File: src/rtl/serial_adder_subtractor.sv
// Digit-serial two's-complement adder/subtractor.
// Processes K bits per clock; start/done handshake with carry and overflow flags.
module serial_adder_subtractor #(
    parameter int N = 8,
    parameter int K = 1
) (
    input  logic         clk,
    input  logic         rst,
    input  logic         Start,
    input  logic [N-1:0] A,
    input  logic [N-1:0] B,
    input  logic         Op,
    output logic         Busy,
    output logic         Done,
    output logic [N-1:0] S,
    output logic         Cout,
    output logic         Ovf
);

    if (N < 2 || K < 1 || K > N || (N % K) != 0) begin : g_bad_params
        $error("serial_adder_subtractor: illegal N/K combination");
    end

    localparam int STEPS = N / K;
    localparam int CW    = (STEPS > 1) ? $clog2(STEPS) : 1;

    typedef enum logic [1:0] {
        IDLE = 2'd0,
        RUN  = 2'd1,
        DONE = 2'd2
    } state_t;

    state_t         state;
    state_t         state_nx;
    logic [N-1:0]   ash;
    logic [N-1:0]   bsh;
    logic [N-1:0]   acc;
    logic [N-1:0]   acc_nx;
    logic [N-1:0]   bx;
    logic           carry;
    logic           amsb;
    logic           bmsb;
    logic [CW-1:0]  cnt;
    logic           last;
    logic [K:0]     sum;

    assign bx   = B ^ {N{Op}};
    assign last = (cnt == CW'(STEPS - 1));

    // One digit of the ripple: low digits of both shifters plus carry.
    always_comb begin
        sum    = {1'b0, ash[K-1:0]} + {1'b0, bsh[K-1:0]} + {{K{1'b0}}, carry};
        acc_nx = (acc >> K) | (N'(sum[K-1:0]) << (N - K));
    end

    // State register.
    always_ff @(posedge clk) begin
        if (rst) begin
            state <= IDLE;
        end else begin
            state <= state_nx;
        end
    end

    // Next-state logic; Start only matters in IDLE.
    always_comb begin
        state_nx = state;
        unique case (state)
            IDLE:    if (Start) state_nx = RUN;
            RUN:     if (last)  state_nx = DONE;
            DONE:    state_nx = IDLE;
            default: state_nx = IDLE;
        endcase
    end

    // Status outputs decoded from the state register only.
    always_comb begin
        Busy = 1'b0;
        Done = 1'b0;
        unique case (state)
            RUN:     Busy = 1'b1;
            DONE:    Done = 1'b1;
            default: ;
        endcase
    end

    // Datapath: load on accept, shift per digit, publish results on the last digit.
    always_ff @(posedge clk) begin
        if (rst) begin
            ash   <= '0;
            bsh   <= '0;
            acc   <= '0;
            carry <= 1'b0;
            amsb  <= 1'b0;
            bmsb  <= 1'b0;
            cnt   <= '0;
            S     <= '0;
            Cout  <= 1'b0;
            Ovf   <= 1'b0;
        end else begin
            unique case (state)
                IDLE: begin
                    if (Start) begin
                        ash   <= A;
                        bsh   <= bx;
                        carry <= Op;
                        cnt   <= '0;
                        amsb  <= A[N-1];
                        bmsb  <= bx[N-1];
                    end
                end
                RUN: begin
                    ash   <= ash >> K;
                    bsh   <= bsh >> K;
                    acc   <= acc_nx;
                    carry <= sum[K];
                    cnt   <= cnt + 1'b1;
                    if (last) begin
                        S    <= acc_nx;
                        Cout <= sum[K];
                        Ovf  <= (amsb == bmsb) && (acc_nx[N-1] != amsb);
                    end
                end
                default: ;
            endcase
        end
    end

endmodule

File: config.mk
export PLATFORM = sky130hd
export DESIGN_NAME = serial_adder_subtractor
export DESIGN_NICKNAME = d
export VERILOG_FILES = /design/src/rtl/serial_adder_subtractor.sv
export SDC_FILE = /design/constraint.sdc
export NUM_CORES = 1
export LEC_CHECK = 0
export ABC_CLOCK_PERIOD_IN_PS = 1500
export CAP_MARGIN = 20
export CELL_PAD_IN_SITES_DETAIL_PLACEMENT = 0
export CELL_PAD_IN_SITES_GLOBAL_PLACEMENT = 2
export CORE_MARGIN = 10
export CORE_UTILIZATION = 28
export DETAILED_ROUTE_END_ITERATION = 8
export MAX_ROUTING_LAYER = met4
export PLACE_DENSITY_LB_ADDON = 0.1
export SLEW_MARGIN = 10
export SYNTH_ARGS = -nofsm -noshare
export SYNTH_HDL_FRONTEND = slang
export SYNTH_SLANG_ARGS = --single-unit
File: constraint.sdc
create_clock -name clk -period 1.5 [get_ports clk]
set_input_delay 0.225 -clock clk [delete_from_list [all_inputs] [get_ports clk]]
set_output_delay 0.225 -clock clk [all_outputs]
set_load 0.1 [all_outputs]
==> load_flow_metrics.sql, run 1 <==
INSERT INTO impl_metrics (metric_group, metric, value, unit) VALUES
('place', 'placed_cell_area', '2370', 'um2'),
('grt', 'largest_net_degree_at_the_start_of_global_routing', '30', ''),
('grt', 'first_pass_grt_wire_length', '7.81', 'mm'),
('cells_and_area', 'area_growth_syn_to_layout', '37.6', '%'),
('timing', 'rsz_0062_raised_after_global_routing', 'no', ''),
('place', 'gp_routability_congestion', '0.701', ''),
('routing', 'post_drt_via_cell_ratio', '4.77', ''),
('yosys', 'synth.top_cells.by_area', 'dfxtp_1 45%, a21oi_1 8.2%, nand2_1 7.2%', ''),
('critical_path', 'timing.critical_path.to_type', 'register', ''),
('status', 'status', 'completed', ''),
('timing', 'hold_slack', '0.467', 'ns'),
('critical_path', 'worst-endpoint-required', '1.68', 'ns'),
('routing', 'drt-total-wl', '4.55', 'mm'),
('floorplan', 'initial_core_util', '0.289', ''),
('yosys', 'dominantRegCellSynth', 'dfxtp_1', ''),
('power_and_ir_drop', 'fin_total_pwr', '2.45', 'mW'),
('timing', 'period_needed', '1.45', 'ns'),
('worst_hold_path', 'min_path_type', 'register to register', ''),
('floorplan', 'pin_count', '32', ''),
('clock_tree', 'root_buffer', 'clkbuf_8', ''),
('place', 'dpl_worst_slack', '-0.0396', 'ns'),
('routing', 'dr.pass1.iters', '4', ''),
('place', 'io_buffers', '31', ''),
('yosys', 'synthTopCellsByCount', '41 x dfxtp_1, 35 x nand2_1, 30 x a21oi_1', ''),
('critical_path', 'critPathKind', 'register to register', ''),
('critical_path', 'timing.critical_path.from_type', 'register', ''),
('clock_tree', 'clock_tree.htree_level_count', '2', ''),
('critical_path', 'cp_data_arrival_time', '1.63', 'ns'),
('yosys', 'synth_top_area_cell', 'dfxtp_1', ''),
('yosys', 'syn_area', '1840', 'um2'),
('timing', 'final.setup.worst_slack', '0.0490', 'ns'),
('floorplan', 'core.rowCount', '29', ''),
('critical_path', 'worst_path_buffer_plus_inverter_count', '0', ''),
('critical_path', 'critical_path_cell_list', 'fa_1, and3b_1, a211oi_2, nor3_1', ''),
('grt', 'grt.overflow.total', '0', ''),
('yosys', 'yosys_register_bits', '41', ''),
('timing', 'min_period_over_period', '0.967', ''),
('grt', 'first_global_vias', '1653', ''),
('cells_and_area', 'post_layout_nonfiller_instances', '325', ''),
('critical_path', 'critPathMaxStageDelay', '0.55', 'ns'),
('timing', 'worstMarginPinSlew', '0.303', 'ns'),
('cells_and_area', 'fillerInstances', '621', ''),
('timing', 'worst_clock_skew', '0.00490', 'ns'),
('yosys', 'synth.most_common_cell', 'dfxtp_1', ''),
('yosys', 'postSynthNetCount', '234', ''),
('flow_run', 'cap_violations', '0', ''),
('floorplan', 'dieArea', '10200', 'um2'),
('critical_path', 'rrSetupSlack', '0.05', 'ns'),
('cells_and_area', 'num-nets-final', '270', ''),
('floorplan', 'dieHeight', '101', 'um'),
('yosys', 'async_flop_share', '0', ''),
('place', 'place_hpwl', '3.27', 'mm'),
('yosys', 'synth_sequential_area_ratio', '0.447', ''),
('clock_tree', 'cts_tree', 'yes', ''),
('power_and_ir_drop', 'peakVddDrop', '0.325', 'mV'),
('yosys', 'avgSynthCellArea', '8.70', 'um2'),
('critical_path', 'critical-path-top-delay-family', 'adder cells', ''),
('cells_and_area', 'num_antenna_cells', '0', ''),
('routing', 'detail_route.iter0.violations', '65', ''),
('routing', 'antenna_violating_nets_post_route', '0', ''),
('grt', 'grt_antenna_before_repair', '0', ''),
('timing', 'report.final.slew_viol_count', '0', ''),
('floorplan', 'die_w', '101', 'um'),
('cells_and_area', 'finalCoreUtilization', '0.398', ''),
('cells_and_area', 'stdcell_area', '2520', 'um2'),
('timing', 'clock.fmax', '689', 'MHz'),
('clock_tree', 'clock_path_buffers', '2', ''),
('clock_tree', 'clock_latency', '0.29', 'ns'),
('floorplan', 'core_area', '6350', 'um2'),
('yosys', 'synthCells', '211', ''),
('clock_tree', 'total_clock_sinks', '41', '');
==> repair_timing <==
action	CTS	global route
buffers inserted	2	0
setup endpoints to repair	2	11
resized for setup	3	3
endpoints found under the hold margin	0	0
==> path summary, 6_finish.rpt <==
path	start	end	cells after the start
setup / recovery	ash[0]	Ovf	4
hold / removal	acc[4]	acc[3]	2
setup reg to reg	ash[0]	Ovf	4
hold reg to reg	acc[4]	acc[3]	2
==> cell type report <==
cell class,instances,area [um2],area share
clock inverter,1,30.0,0.0119
clock buffer,7,86.3,0.0342
multi-input combinational,143,883,0.350
timing repair buffer,45,561,0.222
tap,77,96.3,0.0382
sequential,41,822,0.326
inverter,11,46.3,0.0183
==> power by group <==
| part | leakage (nW) | switching, mW | internal [mW] | total [mW] |
|---|---|---|---|---|
| Combinational | 0.544 | 0.168 | 0.174 | 0.342 |
| Sequential | 0.335 | 0.0345 | 1.14 | 1.17 |
| Clock | 0.0585 | 0.390 | 0.543 | 0.933 |
| Total | 0.938 | 0.592 | 1.85 | 2.45 |
==> layer usage <==
| metal | wire [um] | GRT usage | vias to the layer above |
|---|---|---|---|
| met5 | 0 | - | - |
| met4 | 54 | 0.0257 | 0 |
| met3 | 213 | 0.0302 | 6 |
| met2 | 2170 | 0.155 | 28 |
| met1 | 2110 | 0.112 | 718 |
| li1 | - | - | 798 |
==> sequential cells by signal, summed over array words and instances, names as in the netlist <==
register / count
Ovf: 1
bsh: 8
ash: 8
S: 8
Cout: 1
cnt: 3
acc: 7
carry: 1
amsb: 1
bmsb: 1
state: 2
==> kinds of logic after synthesis <==
| logic type | after synthesis | synth area share |
|---|---|---|
| AND/OR/NAND/NOR | 66 | 0.157 |
| AO/OA/AOI/OAI | 64 | 0.243 |
| flip-flops | 41 | 0.447 |
| buffers and inverters | 27 | 0.0791 |
| XOR/XNOR | 8 | 0.0382 |
| adder cells (fa/ha/maj) | 3 | 0.0245 |
| multiplexers | 2 | 0.0116 |
==> worst min-delay path, cell delays in order, from the launching register on <==
cell	delay (ns)
dfxtp_1	0.33
nand2_1	0.06
a21oi_1	0.05
==> cell usage in the layout, fill, tap and decap left out, types with 2 or more instances in the layout <==
cell type / netlist / layout
a21oi_1: 30 / 30
a22oi_1: 8 / 8
a2bb2oi_1: 3 / 3
buf_12: 0 / 14
buf_4: 3 / 12
clkbuf_8: 0 / 6
clkdlybuf4s50_1: 0 / 19
dfxtp_1: 41 / 40
ha_1: 2 / 2
inv_1: 10 / 10
nand2_1: 35 / 35
nand2b_1: 4 / 4
nor2_1: 18 / 18
nor3_1: 4 / 4
o21ai_0: 2 / 2
o221a_2: 8 / 8
o22ai_1: 7 / 7
o2bb2ai_1: 2 / 2
xnor2_1: 7 / 7
Note: power is estimated with default switching activity, not from simulation.
==> inputs of run 2 (changes only) <==
--- a/config.mk
+++ b/config.mk
@@ -11,6 +11,7 @@
 export CELL_PAD_IN_SITES_GLOBAL_PLACEMENT = 2
 export CORE_MARGIN = 10
 export CORE_UTILIZATION = 28
+export CTS_CLUSTER_SIZE = 20
 export DETAILED_ROUTE_END_ITERATION = 8
 export MAX_ROUTING_LAYER = met4
 export PLACE_DENSITY_LB_ADDON = 0.1
==> results of run 2 <==
Final layout, timing and power as in run 1 (identical DEF).
